### src/rtl/reg_pkg.sv
// rtl/reg_pkg.sv - MODE encoding shared by reg_universal and its next-value logic
//
// Contents:
//   MODE_W     width of the MODE select
//   MODE_*     operation codes HOLD, LOAD, INC, DEC, SHL, SHR, ROL, ROR
package reg_pkg;

  localparam int MODE_W = 3;

  localparam logic [MODE_W-1:0] MODE_HOLD = 3'd0;
  localparam logic [MODE_W-1:0] MODE_LOAD = 3'd1;
  localparam logic [MODE_W-1:0] MODE_INC  = 3'd2;
  localparam logic [MODE_W-1:0] MODE_DEC  = 3'd3;
  localparam logic [MODE_W-1:0] MODE_SHL  = 3'd4;
  localparam logic [MODE_W-1:0] MODE_SHR  = 3'd5;
  localparam logic [MODE_W-1:0] MODE_ROL  = 3'd6;
  localparam logic [MODE_W-1:0] MODE_ROR  = 3'd7;

endpackage

### src/rtl/reg_next_value.sv
// rtl/reg_next_value.sv - combinational next OUT / CARRY_OUT for reg_universal
//
// Optional feature: REG_SATURATE_EN (INC/DEC clamp at all-ones / zero instead of wrapping)
//
// Ports:
//   mode        operation select (reg_pkg MODE_* codes)
//   cur_value   current register contents
//   cur_carry   current carry flag (kept on HOLD)
//   load_value  parallel load data
//   ser_in      serial fill bit for SHL / SHR
//   next_value  register contents after this edge
//   next_carry  carry / borrow / shifted-out bit after this edge
module reg_next_value
  import reg_pkg::*;
#(
  parameter int WIDTH = 8
) (
  input  logic [MODE_W-1:0] mode,
  input  logic [WIDTH-1:0]  cur_value,
  input  logic              cur_carry,
  input  logic [WIDTH-1:0]  load_value,
  input  logic              ser_in,
  output logic [WIDTH-1:0]  next_value,
  output logic              next_carry
);

  localparam logic [WIDTH:0] ONE = {{WIDTH{1'b0}}, 1'b1};

  // One extra bit so the carry out of INC and the borrow out of DEC
  // land in bit WIDTH of the result.
  logic [WIDTH:0] inc_sum;
  logic [WIDTH:0] dec_diff;

  assign inc_sum  = {1'b0, cur_value} + ONE;
  assign dec_diff = {1'b0, cur_value} - ONE;

  always_comb begin
    next_value = cur_value;
    next_carry = cur_carry;
    case (mode)
      MODE_HOLD: begin
        next_value = cur_value;
        next_carry = cur_carry;
      end
      MODE_LOAD: begin
        next_value = load_value;
        next_carry = 1'b0;
      end
      MODE_INC: begin
        next_carry = inc_sum[WIDTH];
`ifdef REG_SATURATE_EN
        next_value = inc_sum[WIDTH] ? {WIDTH{1'b1}} : inc_sum[WIDTH-1:0];
`else
        next_value = inc_sum[WIDTH-1:0];
`endif
      end
      MODE_DEC: begin
        next_carry = dec_diff[WIDTH];
`ifdef REG_SATURATE_EN
        next_value = dec_diff[WIDTH] ? {WIDTH{1'b0}} : dec_diff[WIDTH-1:0];
`else
        next_value = dec_diff[WIDTH-1:0];
`endif
      end
      MODE_SHL: begin
        next_value = {cur_value[WIDTH-2:0], ser_in};
        next_carry = cur_value[WIDTH-1];
      end
      MODE_SHR: begin
        next_value = {ser_in, cur_value[WIDTH-1:1]};
        next_carry = cur_value[0];
      end
      MODE_ROL: begin
        next_value = {cur_value[WIDTH-2:0], cur_value[WIDTH-1]};
        next_carry = cur_value[WIDTH-1];
      end
      MODE_ROR: begin
        next_value = {cur_value[0], cur_value[WIDTH-1:1]};
        next_carry = cur_value[0];
      end
      default: begin
        next_value = cur_value;
        next_carry = cur_carry;
      end
    endcase
  end

endmodule

### src/rtl/reg_universal.sv
// rtl/reg_universal.sv - WIDTH-bit universal register with carry and zero flags
//
// Optional feature: REG_SATURATE_EN (handled inside reg_next_value)
//
// Ports:
//   CLK        clock, all state changes on the rising edge
//   CLEAR      synchronous active-high reset, loads RESET_VALUE, clears carry
//   PRESET     synchronous active-high, loads all-ones, clears carry
//   MODE       operation select (reg_pkg MODE_* codes)
//   IN         parallel load data
//   SER_IN     serial fill bit for SHL / SHR
//   OUT        registered contents
//   CARRY_OUT  registered carry / borrow / shifted-out bit
//   ZERO       combinational, high when OUT == 0
module reg_universal
  import reg_pkg::*;
#(
  parameter int               WIDTH       = 8,
  parameter logic [WIDTH-1:0] RESET_VALUE = '0
) (
  input  logic              CLK,
  input  logic              CLEAR,
  input  logic              PRESET,
  input  logic [MODE_W-1:0] MODE,
  input  logic [WIDTH-1:0]  IN,
  input  logic              SER_IN,
  output logic [WIDTH-1:0]  OUT,
  output logic              CARRY_OUT,
  output logic              ZERO
);

  logic [WIDTH-1:0] next_value;
  logic             next_carry;

  reg_next_value #(
    .WIDTH (WIDTH)
  ) u_next (
    .mode       (MODE),
    .cur_value  (OUT),
    .cur_carry  (CARRY_OUT),
    .load_value (IN),
    .ser_in     (SER_IN),
    .next_value (next_value),
    .next_carry (next_carry)
  );

  // CLEAR beats PRESET beats MODE; a pending operation is dropped on CLEAR.
  always_ff @(posedge CLK) begin
    if (CLEAR) begin
      OUT       <= RESET_VALUE;
      CARRY_OUT <= 1'b0;
    end else if (PRESET) begin
      OUT       <= {WIDTH{1'b1}};
      CARRY_OUT <= 1'b0;
    end else begin
      OUT       <= next_value;
      CARRY_OUT <= next_carry;
    end
  end

  assign ZERO = (OUT == {WIDTH{1'b0}});

endmodule
### config.mk
export PLATFORM = sky130hd
export DESIGN_NAME = reg_universal
export DESIGN_NICKNAME = d
export VERILOG_FILES = /design/src/rtl/reg_pkg.sv /design/src/rtl/reg_next_value.sv /design/src/rtl/reg_universal.sv
export SDC_FILE = /design/constraint.sdc
export NUM_CORES = 1
export LEC_CHECK = 0
export ABC_AREA = 1
export ABC_CLOCK_PERIOD_IN_PS = 1700
export CAP_MARGIN = 20
export CORE_MARGIN = 2
export CORE_UTILIZATION = 47
export DETAILED_ROUTE_END_ITERATION = 8
export GPL_ROUTABILITY_DRIVEN = 0
export GPL_TIMING_DRIVEN = 0
export HOLD_SLACK_MARGIN = 0.02
export PLACE_DENSITY = 0.8
export SYNTH_ARGS = -nofsm -noshare
export SYNTH_HDL_FRONTEND = slang
export SYNTH_SLANG_ARGS = --single-unit
export TNS_END_PERCENT = 30
### constraint.sdc
create_clock -name CLK -period 1.7 [get_ports CLK]
set_clock_uncertainty 0.2 [all_clocks]
set_input_delay 0.34 -clock CLK [delete_from_list [all_inputs] [get_ports CLK]]
set_output_delay 0.34 -clock CLK [all_outputs]
set_load 0.03 [all_outputs]
==> impl_results.md, run 1 <==
- Num rows: 16
- Status: finished with violations
- Worst VDD drop: 448 uV
- I/O pins: 25
- Ant. Diodes: 0
- Area Growth Syn to Fin: 40.3%
- Pwr/cell area: 569 nW/um^2
- Fmax: 572 MHz
- DPL Wire Length: 2300 um
- Largest family of logic cells by synthesized area: simple AND/OR/NAND/NOR gates
- Post-synth top area cell: dfxtp_1
- Yosys cell types: 25
- Grt total ovfl: 0
- Total power: 0.826 mW
- Via count: 1,346
- Worst skew pair latency: 270 ps
- Detail Route Antenna Nets: 0
- Flops & latches, synth: 9
- Post-route clock period utilization: 103%
- Post-synthesis net count: 203
- Slew @ Worst Pin: 426 ps
- Max cap viols: 0
- Simple-Gate Fraction of Synth Area: 49.2%
- Ranking of synthesized cells by area: dfxtp_1 17%, nand2_1 14%, nand3_1 12%
- RSZ-0062 raised after global routing: yes
- Clock power share: 21.2%
- Switching Share: 42.4%
- Clock-pin slew on the worst setup and hold paths: 60 ps
- DRT Wirelength: 3100 um
- Post-synthesis mux area share: 0.967%
- Flop pwr share: 31.7%
- Core Box Area: 2020 um^2
- Fraction of layout cells with a size suffix above 1: 19.3%
- Final Net Count: 236
- Clock tree from TritonCTS: done
- Final hold viol count: 0
- Initial antenna violation count: 0
- CP endpoint kind: output port
- Fin. max-slew vios: 0
- Area share of fa/ha/maj cells after synthesis: 2.42%
- Slew HR: 71.5%
- Port Buffers: 24
- Height of the chip: 50.9 um
- Final setup violation count: 1
- Starting Density: 51.2%
- WL per Instance: 12.7 um
- Vias in the first global route: 1,199
- Vias per cell: 5.49
- CTS buffer count: 3
- Mapped Area: 1030 um^2
- Fill count: 179
- Crit path DAT: 1210 ps
- Full die area: 2590 um^2
- Largest net degree at the start of global routing: 11
- CTS H-tree lvls: 1
- CTS root buffer: clkbuf_4
- Seq/Total Area, Yosys: 17.4%
- Residual DRC: 0
- Clk buf depth: 2
- Post-route minimum period: 1750 ps
- First-pass GRT wire length: 5240 um
- Drt first-iter violations: 39
- Internal power contribution: 0.476 mW
- Die width: 50.9 um
- CP required: 1160 ps
- Top cell type's share of synthesized area: 17.4%
- GRT Total Usage: 26.4%
- First-pass iteration count of the detailed router: 4
- Syn Inst Count: 186
- PnR worst setup slack: -47.0 ps
- Compound-cell area share of the yosys netlist: 16.1%
- Crit path kind: reg -> out
- Sw Pwr: 0.350 mW
- Startpoint types: register
- Number of synthesis warnings: 0
- HP Class: reg -> reg
- Leak: 0.695 nW
- Num Clock Sinks: 9
- Power share of the combinational group: 47.0%
- Post-synthesis xor/xnor area fraction: 0%
- CP max FO: 9
- Avg Cell Area, Syn: 5.56 um^2
- Post-route setup TNS: -47.0 ps
- Final hold slack: 302 ps
- # hold bufs at CTS: 0
- Failing checks: setup timing
## worst paths after layout
| check | cells past startpoint | slack [ps] | endpoint | from |
|---|---|---|---|---|
| max | 5 | -50 | ZERO | OUT[4] |
| min | 2 | 300 | CARRY_OUT | CARRY_OUT |
| max reg2reg | 10 | 100 | OUT[4] | OUT[1] |
| min reg2reg | 2 | 300 | CARRY_OUT | CARRY_OUT |
## placed cells by master (no fill, tap or decap), types with 3 or more instances in the layout
| cell | count |
|---|---|
| nor3_4 | 3 |
| o21ai_0 | 14 |
| nand4_1 | 7 |
| nand2_2 | 4 |
| nand3_1 | 24 |
| a21oi_1 | 7 |
| inv_1 | 24 |
| nor2_1 | 24 |
| dfxtp_2 | 3 |
| dfxtp_1 | 4 |
| nor2_4 | 3 |
| clkdlybuf4s50_1 | 11 |
| buf_6 | 4 |
| buf_4 | 5 |
| inv_4 | 3 |
| dlygate4sd2_1 | 10 |
| clkbuf_4 | 3 |
| o21bai_1 | 3 |
| inv_2 | 4 |
| nand2_1 | 36 |
## cells by family (layout without fill, tap and decap cells)
kind of cell | Yosys count | in the layout
AO/OA/AOI/OAI | 30 | 30
AND/OR/NAND/NOR | 108 | 108
adder cells (fa/ha/maj) | 2 | 2
buffers and inverters | 36 | 68
multiplexers | 1 | 1
flip-flops | 9 | 9
## power groups by stage
stage	Sequential, mW	Clock, mW	Combinational (mW)
after floorplan	0.291	0	0.193
after global placement	0.260	0	0.344
after detailed placement	0.261	0	0.349
after CTS	0.256	0.175	0.345
after global routing	0.265	0.190	0.428
final	0.262	0.175	0.388
## critical path, cell delays in order (launching register included)
cell,delay (ps)
dfxtp_1,320
buf_6,140
nor2_4,100
inv_2,60
nor3_4,160
buf_6,150
## synth_stat cells, drive strengths merged
cell type	n
nand2	40
a21oi	7
nand3b	1
buf	5
nand3	26
o22ai	1
ha	2
dfxtp	9
or2	1
inv	31
nor3	4
o21ai	15
a31oi	2
nand4	7
mux2i	1
o21bai	3
a22oi	2
nor2	29
## cell type report
class / count / area [um^2] / area share (%)
multi-input cells: 141 / 769 / 53.0
inverters: 31 / 124 / 8.53
repair buffers: 28 / 260 / 17.9
flip-flops and latches: 9 / 191 / 13.2
well taps: 27 / 33.8 / 2.33
plain buffers: 5 / 46.3 / 3.19
clock buffers: 4 / 26.3 / 1.81
## timing repair
item / CTS / global route
cloned: 0 / 0
setup buffers: 0 / 4
resized for setup: 25 / 31
endpoints found under the setup margin: 19 / 10
pin swaps: 1 / 4
## sequential cells by signal, indices dropped and copies added (netlist names)
register	count
CARRY_OUT	1
OUT	8
## per-layer routing
layer  global-route usage [%]  part of all wire [%]  vias up
met4                     8.56                   2.2        0
met5                        0                     0        -
li1                         -                     -      678
met1                     34.3                    42      587
met3                     6.14                   9.1       11
met2                     43.1                    47       70
## through the flow
step / setup WS [ps] / utilization, % / cell area, um^2 / instances
final: -47.0 / 71.8 / 1450 / 245
after global routing: -90.5 / 71.8 / 1450 / 245
after CTS: -233 / 66.8 / 1350 / 241
after detailed placement: -547 / 65.4 / 1320 / 237
after global placement: -508 / 65.4 / 1320 / 237
after floorplan: -11.3 / - / 1050 / 186
No activity file was read; power rests on OpenSTA's default activity.
==> run 2: changes to the inputs <==
--- a/config.mk
+++ b/config.mk
@@ -5,11 +5,11 @@
 export SDC_FILE = /design/constraint.sdc
 export NUM_CORES = 1
 export LEC_CHECK = 0
-export ABC_AREA = 1
 export ABC_CLOCK_PERIOD_IN_PS = 1700
 export CAP_MARGIN = 20
 export CORE_MARGIN = 2
 export CORE_UTILIZATION = 47
+export CTS_BUF_LIST = sky130_fd_sc_hd__clkbuf_4 sky130_fd_sc_hd__clkbuf_8
 export DETAILED_ROUTE_END_ITERATION = 8
 export GPL_ROUTABILITY_DRIVEN = 0
 export GPL_TIMING_DRIVEN = 0
==> run 2 against run 1 <==
Effect of this change:
- the flow still finishes with violations (setup timing)
- clock power is 8% higher
- setup slack lost 430 ps
- critical path type unchanged
- critical path depth up 1
- non-clock buffer count grew 14
- hold slack got worse by 180 ps
- first-iteration DRC count is 140% higher
- wire length rose by 28%
- via count increased by 1.3%
==> impl_results.md, run 2 <==
- Commonest non-fill, non-tap cells in the layout: 12 x buf_4, 10 x a21oi_1, 9 x clkdlybuf4s50_1 (was 36 x nand2_1, 24 x inv_1, 24 x nor2_1, 24 x nand3_1, 14 x o21ai_0)
- Hold path cells: 2 (unchanged)
- First-pass GRT wire length: 6050 um (was 5240 um)
- I/O pins: 25 (unchanged)
- Height of the chip: 51.8 um (was 50.9 um)
- Die width: 51.8 um (was 50.9 um)
- Ys async rst share: 0% (unchanged)
- Worst slack, placed: -755 ps (was -547 ps)
- Starting Density: 49.0% (was 51.2%)
- Final setup violation count: 9 (was 1)
- Grt total ovfl: 0 (unchanged)
- Final Net Count: 197 (was 236)
- Vias per cell: 6.59 (was 5.49)
- Top cell type's share of synthesized area: 16.8% (was 17.4%)
- Most instantiated library cell after synthesis: a21oi_1 (was nand2_1)
- Initial antenna violation count: 0 (unchanged)
- Leak: 0.623 nW (was 0.695 nW)
- Post-route minimum period: 2170 ps (was 1750 ps)
- Worst Min Path Start: CLEAR (was CARRY_OUT)
- Sw Pwr: 0.369 mW (was 0.350 mW)
- Clock power share: 20.3% (was 21.2%)
- Residual DRC: 0 (unchanged)
- Crit path kind: reg -> out (unchanged)
- Clock tree from TritonCTS: done (unchanged)
- Top flop regs: OUT x8, CARRY_OUT x1 (unchanged)
- CTS root buffer: clkbuf_4 (unchanged)
- HP Class: in -> reg (was reg -> reg)
- CP required: 1160 ps (about the same)
- DPL Wire Length: 2530 um (was 2300 um)
- Largest net degree at the start of global routing: 11 (unchanged)
- GRT Total Usage: 30.3% (was 26.4%)
- Worst skew pair latency: 270 ps (about the same)
- Most common cell after layout, fill and taps aside: buf_4 (was nand2_1)
- Placed Area: 1380 um^2 (was 1320 um^2)
- Failing checks: setup timing (unchanged)
- Syn Inst Count: 143 (was 186)
- Ant. Diodes: 0 (unchanged)
- Crit path DAT: 1630 ps (was 1210 ps)
- Fmax: 460 MHz (was 572 MHz)
- Clock-pin slew on the worst setup and hold paths: 60 ps (about the same)
- Switching Share: 39.8% (was 42.4%)
- WL per Instance: 19.1 um (was 12.7 um)
- Max reg flops: 8 (unchanged)
- Num rows: 17 (was 16)
- Ranking of synthesized cells by area: dfxtp_1 17%, a21oi_1 4.7%, nor3_1 3.7% (was dfxtp_1 17%, nand2_1 14%, nand3_1 12%)
- Flop pwr share: 28.2% (was 31.7%)
- Vias in the first global route: 1,270 (was 1,199)
- Final core occ: 74.6% (was 71.8%)
- Avg Cell Area, Syn: 7.51 um^2 (was 5.56 um^2)
- Clk buf depth: 2 (unchanged)
- Startpoint types: register (unchanged)
- Fin. max-slew vios: 0 (unchanged)
- Post-route clock period utilization: 128% (was 103%)
- Detail Route Antenna Nets: 0 (unchanged)
- Pwr/cell area: 567 nW/um^2 (was 569 nW/um^2)
- Yosys cell types: 49 (was 25)
- Total power: 0.927 mW (was 0.826 mW)
- Post-synth top area cell: dfxtp_1 (unchanged)
- Register with the most flip-flops: OUT (unchanged)
- Internal power contribution: 0.558 mW (was 0.476 mW)
- Power share of the combinational group: 51.5% (was 47.0%)
- PnR worst setup slack: -473 ps (was -47.0 ps)
- Slew HR: 67.9% (was 71.5%)
- Origin of the critical flop-to-flop path: OUT[0] (was OUT[1])
- Fraction of layout cells with a size suffix above 1: 35.8% (was 19.3%)
- Mapped Area: 1070 um^2 (was 1030 um^2)
- Drt first-iter violations: 93 (was 39)
- DRT Wirelength: 3960 um (was 3100 um)
- Seq/Total Area, Yosys: 16.8% (was 17.4%)
- # hold bufs at CTS: 0 (unchanged)
- Flops & latches, synth: 9 (unchanged)
- Num Clock Sinks: 9 (unchanged)
- CP max FO: 2 (was 9)
- Fill count: 156 (was 179)
- Hold Path Sink: OUT[1] (was CARRY_OUT)
- Top post-synthesis cells by count: 10 x a21oi_1, 9 x dfxtp_1, 8 x nor3_1 (was 39 x nand2_1, 29 x inv_1, 28 x nor2_1)
- Via count: 1,364 (was 1,346)
- Number of synthesis warnings: 0 (unchanged)
- Final std cell area, no fill: 1630 um^2 (was 1450 um^2)
- First-pass iteration count of the detailed router: 5 (was 4)
- Post-synthesis net count: 160 (was 203)
- Setup slack, reg-to-reg: -440 ps (was 100 ps)
- RSZ-0062 raised after global routing: yes (unchanged)
- CTS buffer count: 3 (unchanged)
- R2r endpoint: OUT[6] (was OUT[4])
- CTS H-tree lvls: 1 (unchanged)
- Post-synth EDFFs: 0 (unchanged)
- CP endpoint kind: output port (unchanged)
- Full die area: 2680 um^2 (was 2590 um^2)
- Status: finished with violations (unchanged)
- Main synth FF type: dfxtp_1 (unchanged)
- Port Buffers: 21 (was 24)
- Worst VDD drop: 495 uV (was 448 uV)
- Area Growth Syn to Fin: 52.2% (was 40.3%)
- Core Box Area: 2190 um^2 (was 2020 um^2)
- Slew @ Worst Pin: 481 ps (was 426 ps)
- Final hold viol count: 0 (unchanged)
- Worst R2R Path Depth: 8 (was 10)
- Max cap viols: 0 (unchanged)
==> run 2: logic make-up (layout without fill, tap and decap cells) <==
group	Yosys count	count (layout)	synth area share (%)
flops	9	9	16.8
buf+inv	22	58	11.4
xor+xnor	2	2	1.63
fa+ha+maj	2	2	2.33
compound gates	48	48	32.1
simple gates	55	55	29.7
mux	5	5	6.06
==> run 2: layout make-up <==
class	instances	area, um^2	share of cell area (%)
inverters	7	41.3	2.53
clock buffers	4	30.0	1.84
multi-input cells	112	900	55.1
plain buffers	15	144	8.81
flip-flops and latches	9	190	11.6
well taps	28	35.0	2.14
repair buffers	32	294	18.0
==> run 2: timing repair <==
action | CTS | global route
endpoints found under the setup margin | 19 | 13
gates resized for setup | 39 | 19
setup buffers | 6 | 5
pin swaps | 7 | 7
==> run 2: how the worst max path moves through the flow <==
stage,startpoint,endpoint,slack [ps]
3_5_place_dp,OUT[0],ZERO,-760
2_1_floorplan,OUT[0],OUT[6],-290
6_report,OUT[0],ZERO,-470
4_1_cts,OUT[0],ZERO,-470
5_1_grt,OUT[0],OUT[6],-500
3_3_place_gp,OUT[0],ZERO,-740
==> run 2: power by group through the flow <==
stage	Clock (mW)	Combinational (mW)	Sequential [mW]
after floorplan	0	0.226	0.293
after global placement	0	0.379	0.263
after detailed placement	0	0.384	0.263
after CTS	0.184	0.428	0.257
after global routing	0.199	0.507	0.263
final	0.189	0.477	0.261
==> run 2: critical path: stages, from the launching register on <==
cell	delay, ps
dfxtp_4	360
clkbuf_16	150
clkinv_8	40
ha_4	120
or3b_4	410
nor2_4	130
buf_6	140
==> run 2: per-layer routing <==
metal / GRT usage [%] / part of all wire [%] / wire (um)
met3: 6.61 / 10 / 407
met2: 49.4 / 47 / 1850
met1: 38.6 / 40 / 1580
met5: 0 / 0 / 0
met4: 12.3 / 3.1 / 123
==> run 2: per-stage QoR <==
| stage | TNS, ps | std cells | hold WS [ps] |
|---|---|---|---|
| finish | -2560 | 207 | 126 |
| global route | -2980 | 207 | 129 |
| CTS | -2150 | 202 | 126 |
| detailed placement | -5490 | 192 | 395 |
| global placement | -5310 | 192 | 397 |
| floorplan | -1270 | 143 | 348 |
